## config.mk

```make
export PLATFORM = sky130hd
export DESIGN_NAME = fx3_transfer_scheduler
export DESIGN_NICKNAME = d
export VERILOG_FILES = /design/src/rtl/fx3_transfer_scheduler.sv
export SDC_FILE = /design/constraint.sdc
export NUM_CORES = 1
export LEC_CHECK = 0
export CAP_MARGIN = 10
export CORE_MARGIN = 1
export CORE_UTILIZATION = 50
export CTS_BUF_LIST = sky130_fd_sc_hd__clkbuf_4 sky130_fd_sc_hd__clkbuf_8 sky130_fd_sc_hd__clkbuf_16
export CTS_CLUSTER_SIZE = 25
export DETAILED_ROUTE_END_ITERATION = 10
export PLACE_DENSITY = 0.83
export SLEW_MARGIN = 20
export SYNTH_ARGS = -nofsm -noshare
export SYNTH_HDL_FRONTEND = slang
export SYNTH_SLANG_ARGS = --single-unit
export TNS_END_PERCENT = 5
```

## constraint.sdc

```tcl
create_clock -name inclk -period 2.4 [get_ports inclk]
set_input_delay 0.48 -clock inclk [delete_from_list [all_inputs] [get_ports inclk]]
set_output_delay 0.48 -clock inclk [all_outputs]
set_load 0.01 [all_outputs]
```

## src/rtl/fx3_transfer_scheduler.sv

```systemverilog
// Capture-path transfer sequencer between the sample FIFO and the FX3 GPIF port.
// Flushes on capture start, advertises full packets, streams one packet per request.
module fx3_transfer_scheduler #(
    parameter int PACKET_WORDS = 8192,
    parameter int LEVEL_W      = 16,
    parameter int FLUSH_CYCLES = 4
) (
    input  logic               inclk,
    input  logic               reset,
    input  logic               collectEnable,
    input  logic [LEVEL_W-1:0] fifoLevel,
    input  logic               fifoFull,
    input  logic               readData,
    output logic               dataAvailable,
    output logic               fifoRead,
    output logic               fifoClear,
    output logic               packetActive,
    output logic [15:0]        packetCount,
    output logic               overflow
);

    localparam int CW = $clog2(PACKET_WORDS);
    localparam int FW = (FLUSH_CYCLES > 1) ? $clog2(FLUSH_CYCLES) : 1;
    localparam logic [CW-1:0]      LAST_WORD  = CW'(PACKET_WORDS - 1);
    localparam logic [FW-1:0]      LAST_FLUSH = FW'(FLUSH_CYCLES - 1);
    localparam logic [LEVEL_W-1:0] PKT_LEVEL  = LEVEL_W'(PACKET_WORDS);

    typedef enum logic [2:0] {
        IDLE         = 3'd0,
        FLUSH        = 3'd1,
        WAIT_LEVEL   = 3'd2,
        WAIT_REQUEST = 3'd3,
        STREAM       = 3'd4
    } state_t;

    state_t        state_q, state_d;
    logic          read_data_q;
    logic [CW-1:0] word_cnt_q, word_cnt_d;
    logic [FW-1:0] flush_cnt_q, flush_cnt_d;
    logic [15:0]   packet_count_q, packet_count_d;
    logic          overflow_q, overflow_d;
    logic          pop_s;

    // A pop depends only on registered state, never on an input pin directly.
    assign pop_s = (state_q == STREAM) && read_data_q;

    // State and counter registers with synchronous reset.
    always_ff @(posedge inclk) begin
        if (reset) begin
            state_q        <= IDLE;
            read_data_q    <= 1'b0;
            word_cnt_q     <= '0;
            flush_cnt_q    <= '0;
            packet_count_q <= 16'd0;
            overflow_q     <= 1'b0;
        end else begin
            state_q        <= state_d;
            read_data_q    <= readData;
            word_cnt_q     <= word_cnt_d;
            flush_cnt_q    <= flush_cnt_d;
            packet_count_q <= packet_count_d;
            overflow_q     <= overflow_d;
        end
    end

    // Next-state, counter and sticky-flag logic.
    always_comb begin
        state_d        = state_q;
        word_cnt_d     = word_cnt_q;
        flush_cnt_d    = flush_cnt_q;
        packet_count_d = packet_count_q;
        overflow_d     = overflow_q;

        if (fifoFull && (state_q == WAIT_LEVEL || state_q == WAIT_REQUEST || state_q == STREAM)) begin
            overflow_d = 1'b1;
        end else begin
            overflow_d = overflow_q;
        end

        case (state_q)
            IDLE: begin
                if (collectEnable) begin
                    state_d        = FLUSH;
                    flush_cnt_d    = '0;
                    word_cnt_d     = '0;
                    packet_count_d = 16'd0;
                    overflow_d     = 1'b0;
                end else begin
                    state_d = IDLE;
                end
            end
            FLUSH: begin
                if (flush_cnt_q == LAST_FLUSH) begin
                    flush_cnt_d = '0;
                    state_d     = WAIT_LEVEL;
                end else begin
                    flush_cnt_d = flush_cnt_q + FW'(1);
                end
            end
            WAIT_LEVEL: begin
                if (!collectEnable) begin
                    state_d = IDLE;
                end else if (fifoLevel >= PKT_LEVEL) begin
                    state_d = WAIT_REQUEST;
                end else begin
                    state_d = WAIT_LEVEL;
                end
            end
            WAIT_REQUEST: begin
                word_cnt_d = '0;
                if (!collectEnable) begin
                    state_d = IDLE;
                end else if (read_data_q) begin
                    state_d = STREAM;
                end else begin
                    state_d = WAIT_REQUEST;
                end
            end
            STREAM: begin
                // A dropped collectEnable only decides where to go after the packet.
                if (pop_s) begin
                    if (word_cnt_q == LAST_WORD) begin
                        word_cnt_d     = '0;
                        packet_count_d = packet_count_q + 16'd1;
                        state_d        = collectEnable ? WAIT_LEVEL : IDLE;
                    end else begin
                        word_cnt_d = word_cnt_q + CW'(1);
                    end
                end else begin
                    word_cnt_d = word_cnt_q;
                end
            end
            default: begin
                state_d = IDLE;
            end
        endcase
    end

    assign dataAvailable = (state_q == WAIT_REQUEST);
    assign fifoClear     = (state_q == FLUSH);
    assign packetActive  = (state_q == STREAM);
    assign fifoRead      = pop_s;
    assign packetCount   = packet_count_q;
    assign overflow      = overflow_q;

endmodule

```

Word level (Yosys, flattened, before mapping) --
Cells that the tools add are included. W data, S select, Z words.
Word-level totals: register bits 36, word-level logic and storage cells 56
Cells by class: add/sub/neg operators 3, reductions and logical operators 12, multiplexer cells 24, order comparisons 1, equality and inequality tests 10
Operators with widths (count):
- $mux W16 | 3
- $mux W13 | 3
- $pmux W13 S3 | 1
- $pmux W16 S2 | 1
- $add A16 B1 Y16 const B | 1
- $ge A16 B14 Y1 const B | 1
- $mux W3 | 5
- $pmux W3 S5 | 1
- $add A13 B1 Y13 const B | 1
- $eq A13 B13 Y1 const B | 1
- $mux W2 | 4
- $eq A3 B2 Y1 const B | 2
- $reduce_and A3 Y1 | 2
- $mux W1 | 5
- $ne A2 B1 Y1 const B | 2
- $ne A2 B2 Y1 const B | 2
- $pmux W2 S2 | 1
- $reduce_and A4 Y1 | 1
- $reduce_bool A2 Y1 | 2
- $eq A3 B1 Y1 const B | 1
- $eq A3 B3 Y1 const B | 1
- $logic_not A3 Y1 | 1
- $reduce_bool A3 Y1 | 1
- $add A2 B1 Y2 const B | 1
- 4 further kinds | 6

Depth between registers and ports, before layout --
Gate-level depths: netlist of the first run.
depth after elaboration 7, gate-level depth with buffers 11, mapped depth without buffers 9

Worst setup path after synthesis of the first run --
Ideal clock, no wire load.
path type reg2reg, from reg word_cnt_q[0], to reg packet_count_q[11] (netlist: packetCount[11]), arrival time 1.770 ns, path buffers 1, cell stages (with the launch flop) 8, setup time 0.059 ns, path slack 0.571 ns, data required time 2.341 ns, period minus slack after synthesis 1.829 ns, cell sequence dfxtp_1 -> ha_1 -> nand4_4 -> nor4_4 -> buf_6 -> nor2_2 -> or4_1 -> nand2_1
Between the ends: longest elaborated chain between the ends 3
RTL lines:
- start, declared | line 38 | logic [CW-1:0] word_cnt_q, word_cnt_d;
- start signal, assigned | line 59 | word_cnt_q <= word_cnt_d;
- $eq A13 B13 Y1 | line 122 | if (word_cnt_q == LAST_WORD) begin
- $ne A2 B1 Y1 (no source line)
- $reduce_and A4 Y1 (no source line)
- end signal, assigned | line 61 | packet_count_q <= packet_count_d;
- end, declared | line 40 | logic [15:0] packet_count_q, packet_count_d;
Every way passes these cells. A chain may end at the register's enable or synchronous reset.

Worst setup path in the final report of the first run --
from reg state_q[2], to out fifoClear
Between the ends: longest elaborated chain between the ends 1
RTL lines:
- start, declared | line 36 | state_t state_q, state_d;
- start signal, assigned | line 57 | state_q <= state_d;
- $eq A3 B1 Y1 | line 140 | assign fifoClear = (state_q == FLUSH);
- end, declared | line 16 | output logic fifoClear,
Every way passes these cells.

==> results of run 1 <==
## worst register-to-register path: cells and delay by family, from the launching register on
| kind | cells | cell delay, ns |
|---|---|---|
| DFF | 1 | 0.37 |
| and+or+nand+nor | 5 | 1.16 |
| adders and majority gates | 1 | 0.27 |
| buffers and inverters | 1 | 0.24 |
## power groups by stage
stage / combinational, mW / sequential [mW] / clock (mW)
floorplan: 0.0864 / 0.627 / 0
finish: 0.131 / 0.617 / 0.437
global route: 0.146 / 0.618 / 0.473
CTS: 0.131 / 0.617 / 0.448
global placement: 0.128 / 0.630 / 0
detailed placement: 0.129 / 0.631 / 0
## registers in the layout, summed over array words and instances, names as in the netlist
| signal | cells |
|---|---|
| flush_cnt_q | 2 |
| overflow | 1 |
| packetCount | 16 |
| read_data_q | 1 |
| state_q | 3 |
| word_cnt_q | 13 |
## cells by family after synthesis
kind of cell,Yosys count,synth area share (%)
AOI/OAI and AO/OA,57,18.18
DFF,36,36.62
buffers and inverters,18,4.704
xor gates and xnor gates,9,4.005
adders and majority gates,3,1.907
and+or+nand+nor,109,34.58
## path summary, 6_finish.rpt
path / start / to / slack [ns] / cells after the start
setup / recovery: state_q[2]$_SDFFE_PP0P_ / fifoClear / 0.11 / 3
hold / removal: word_cnt_q[1]$_SDFFE_PP0P_ / word_cnt_q[1]$_SDFFE_PP0P_ / 0.48 / 2
setup reg to reg: word_cnt_q[0]$_SDFFE_PP0P_ / packetCount[11]$_SDFFE_PP0P_ / 0.31 / 7
hold reg to reg: word_cnt_q[1]$_SDFFE_PP0P_ / word_cnt_q[1]$_SDFFE_PP0P_ / 0.48 / 2
## cells in the mapped netlist, types with 2 or more instances
cell,instances,share of area (%)
clkbuf_1,5,0.95
buf_2,4,1.0
nor3_1,10,2.5
nor4_4,2,2.2
o2111ai_1,2,0.89
or4_1,3,1.1
nor4_1,4,1.3
nor2_1,21,4.0
o22a_1,2,0.89
o21ai_0,13,3.3
nand3b_1,2,0.76
nor2b_1,2,0.64
and2_1,2,0.64
inv_1,3,0.57
inv_4,2,0.64
and4_1,2,0.89
a21oi_1,20,5.1
dfxtp_1,36,37
a311oi_1,2,0.89
xnor2_1,2,0.89
nor4_2,2,1.3
and3_1,6,1.9
nand3_1,12,3.1
buf_4,2,0.76
xor2_1,7,3.1
nand3_4,2,1.8
or3_1,8,2.5
nand4_1,2,0.64
a31oi_1,4,1.3
a22oi_1,2,0.76
nor2_2,2,0.64
o211ai_1,5,1.9
nand2b_1,3,0.95
nand2_1,17,3.2
ha_1,3,1.9
## cell type report
cell class	instances	area share [%]
multi-input combinational	178	47.68
sequential	36	29.66
timing repair buffer	40	15.24
clock buffer	6	3.399
tap	48	2.472
inverter	6	1.133
clock inverter	2	0.4119
## per-layer routing
layer	part of all wire [%]	vias up	GRT usage, %
li1	-	924	-
met3	4.9	11	4.225
met4	1.9	0	9.167
met5	0	-	0
met2	48	59	40.23
met1	45	869	30.66
## timing repair
action | in CTS | in global routing
resized for setup | 0 | 1
endpoints found under the hold margin | 0 | 0
setup endpoints to repair | 0 | 1
## stage by stage
step	setup WS (ns)	instances	hold WS [ns]
2_1_floorplan	0.5713	232	0.4443
3_3_place_gp	0.06315	308	0.4537
3_5_place_dp	-0.009470	308	0.4746
4_1_cts	0.1059	316	0.4842
5_1_grt	0.00004796	316	0.5115
6_report	0.1069	316	0.4811
==> flow_metrics.tcl, run 1 <==
set metrics [dict create \
    clock-sinks 36 \
    drt-pass1-iter-count 4 \
    worst-endpoint-arrival_ns 1.81 \
    gp_congestion 0.8334 \
    power_mw 1.185 \
    ys_ff_latch 36 \
    period_share_pct 95.54 \
    viasPerCell 5.896 \
    internal-power_uw 890.3 \
    finalNetCount 291 \
    path_buf_inv 2 \
    grt_max_degree 23 \
    pwr-share-clk_pct 36.9 \
    wl_per_cell_um 14.20 \
    row_count 22 \
    synth_area_um2 1968 \
    tns_ns 0 \
    crit_path_top_delay_cell "clkdlybuf4s50_1" \
    yosys_warnings 0 \
    syn-num-nets 256 \
    nFillCells 302 \
    io_buffers 28 \
    dp_hpwl_mm 3.222 \
    drtAntennaViolNets 0 \
    max-slew-margin-rel_pct 61.69 \
    finish.utilization_pct 65.39 \
    crit_fanout 9 \
    die_w_um 64.74 \
    slew_violations 0 \
    dr.first_iter.drc_count 102 \
    status "complete, no violations" \
    vdd_drop_max_uv 328.1 \
    grt-ovfl-total 0 \
    syn_avg_cell_area_um2 8.483 \
    required_ns 1.92 \
    clk_pin_slew_ns 0.07 \
    startpoint_type "register" \
    ctsLongestPathBuffers 2 \
    cts_tree "built" \
    seq_area_um2 720.7 \
    ys.flop_type "dfxtp_1" \
    period_minus_slack_ns 2.293 \
    hold_viol_final 0 \
    layout_common_cells "dfxtp_1 (36), clkdlybuf4s50_1 (28), nor2_1 (21)" \
    grt_pass1_wl_mm 7.817 \
    async_reset_ff_share_pct 0 \
    seq_area_frac_synth_pct 36.62 \
    ys_types 51 \
    tightest_slew_ns 0.5695 \
    holdBufCountCts 0 \
    cts_buffers 5 \
    slowest_delay_ns 0.54 \
    clk_latency_ns 0.29 \
    start_util_pct 52.96 \
    sw_frac_of_total_pct 24.88 \
    routed_wirelength_mm 4.487 \
    synthCells 232 \
    grt_pass1_vias 1713 \
    path_cells "or3_1 -> inv_1 -> clkdlybuf4s50_1" \
    h-tree-depth 2 \
    hold_class "reg2reg" \
    grtUsageTotal_pct 24.12 \
    fmax_mhz 436.1 \
    p_leak_nw 0.8607 \
    p_sw_uw 294.9 \
    antenna_found_initial 0 \
    die_area_um2 4191 \
    multiInputGateArea_um2 1159 \
    rsz0062_at_grt "no" \
    post_cts_buffers 0 \
    vias 1863 \
    layout-drive-gt1-share_pct 14.55 \
    final_cell_area_um2 2430 \
    power.density_nw_per_um2 487.8 \
    num_antenna_cells 0 \
    pwr-share-seq_pct 52.0 \
    core_um2 3716 \
    finClkSkew_ns 0.005328 \
    pin_count 42 \
    drv_cap 0 \
    drc_errors 0 \
    die_y_um 64.74 \
    clock-root-buffer "clkbuf_8" \
    placed_area_um2 2333 \
    path_delay_family "buffers and inverters" \
    final_common_cell "dfxtp_1" \
    setup_viol 0 \
    synth_edf_count 0 \
    end_kind "output pin" \
    path_class "reg2out" \
    p_comb_share_pct 11.1 \
    syn_to_final_growth_pct 23.46 \
]
(Power assumes the default switching activity.)
==> run 2: changes to the inputs <==
Settings changed: CTS_BUF_LIST sky130_fd_sc_hd__clkbuf_4 sky130_fd_sc_hd__clkbuf_8 sky130_fd_sc_hd__clkbuf_16 to not set, SKIP_CTS_REPAIR_TIMING set to 1, TNS_END_PERCENT 5 to not set.
==> results of run 2 <==
No change in the layout: final DEF, timing and power equal those of run 1.
==> run 3: changes to the inputs <==
Settings changed: CTS_CLUSTER_DIAMETER set to 50.
==> results of run 3 <==
No change in the layout: final DEF, timing and power equal those of run 1.
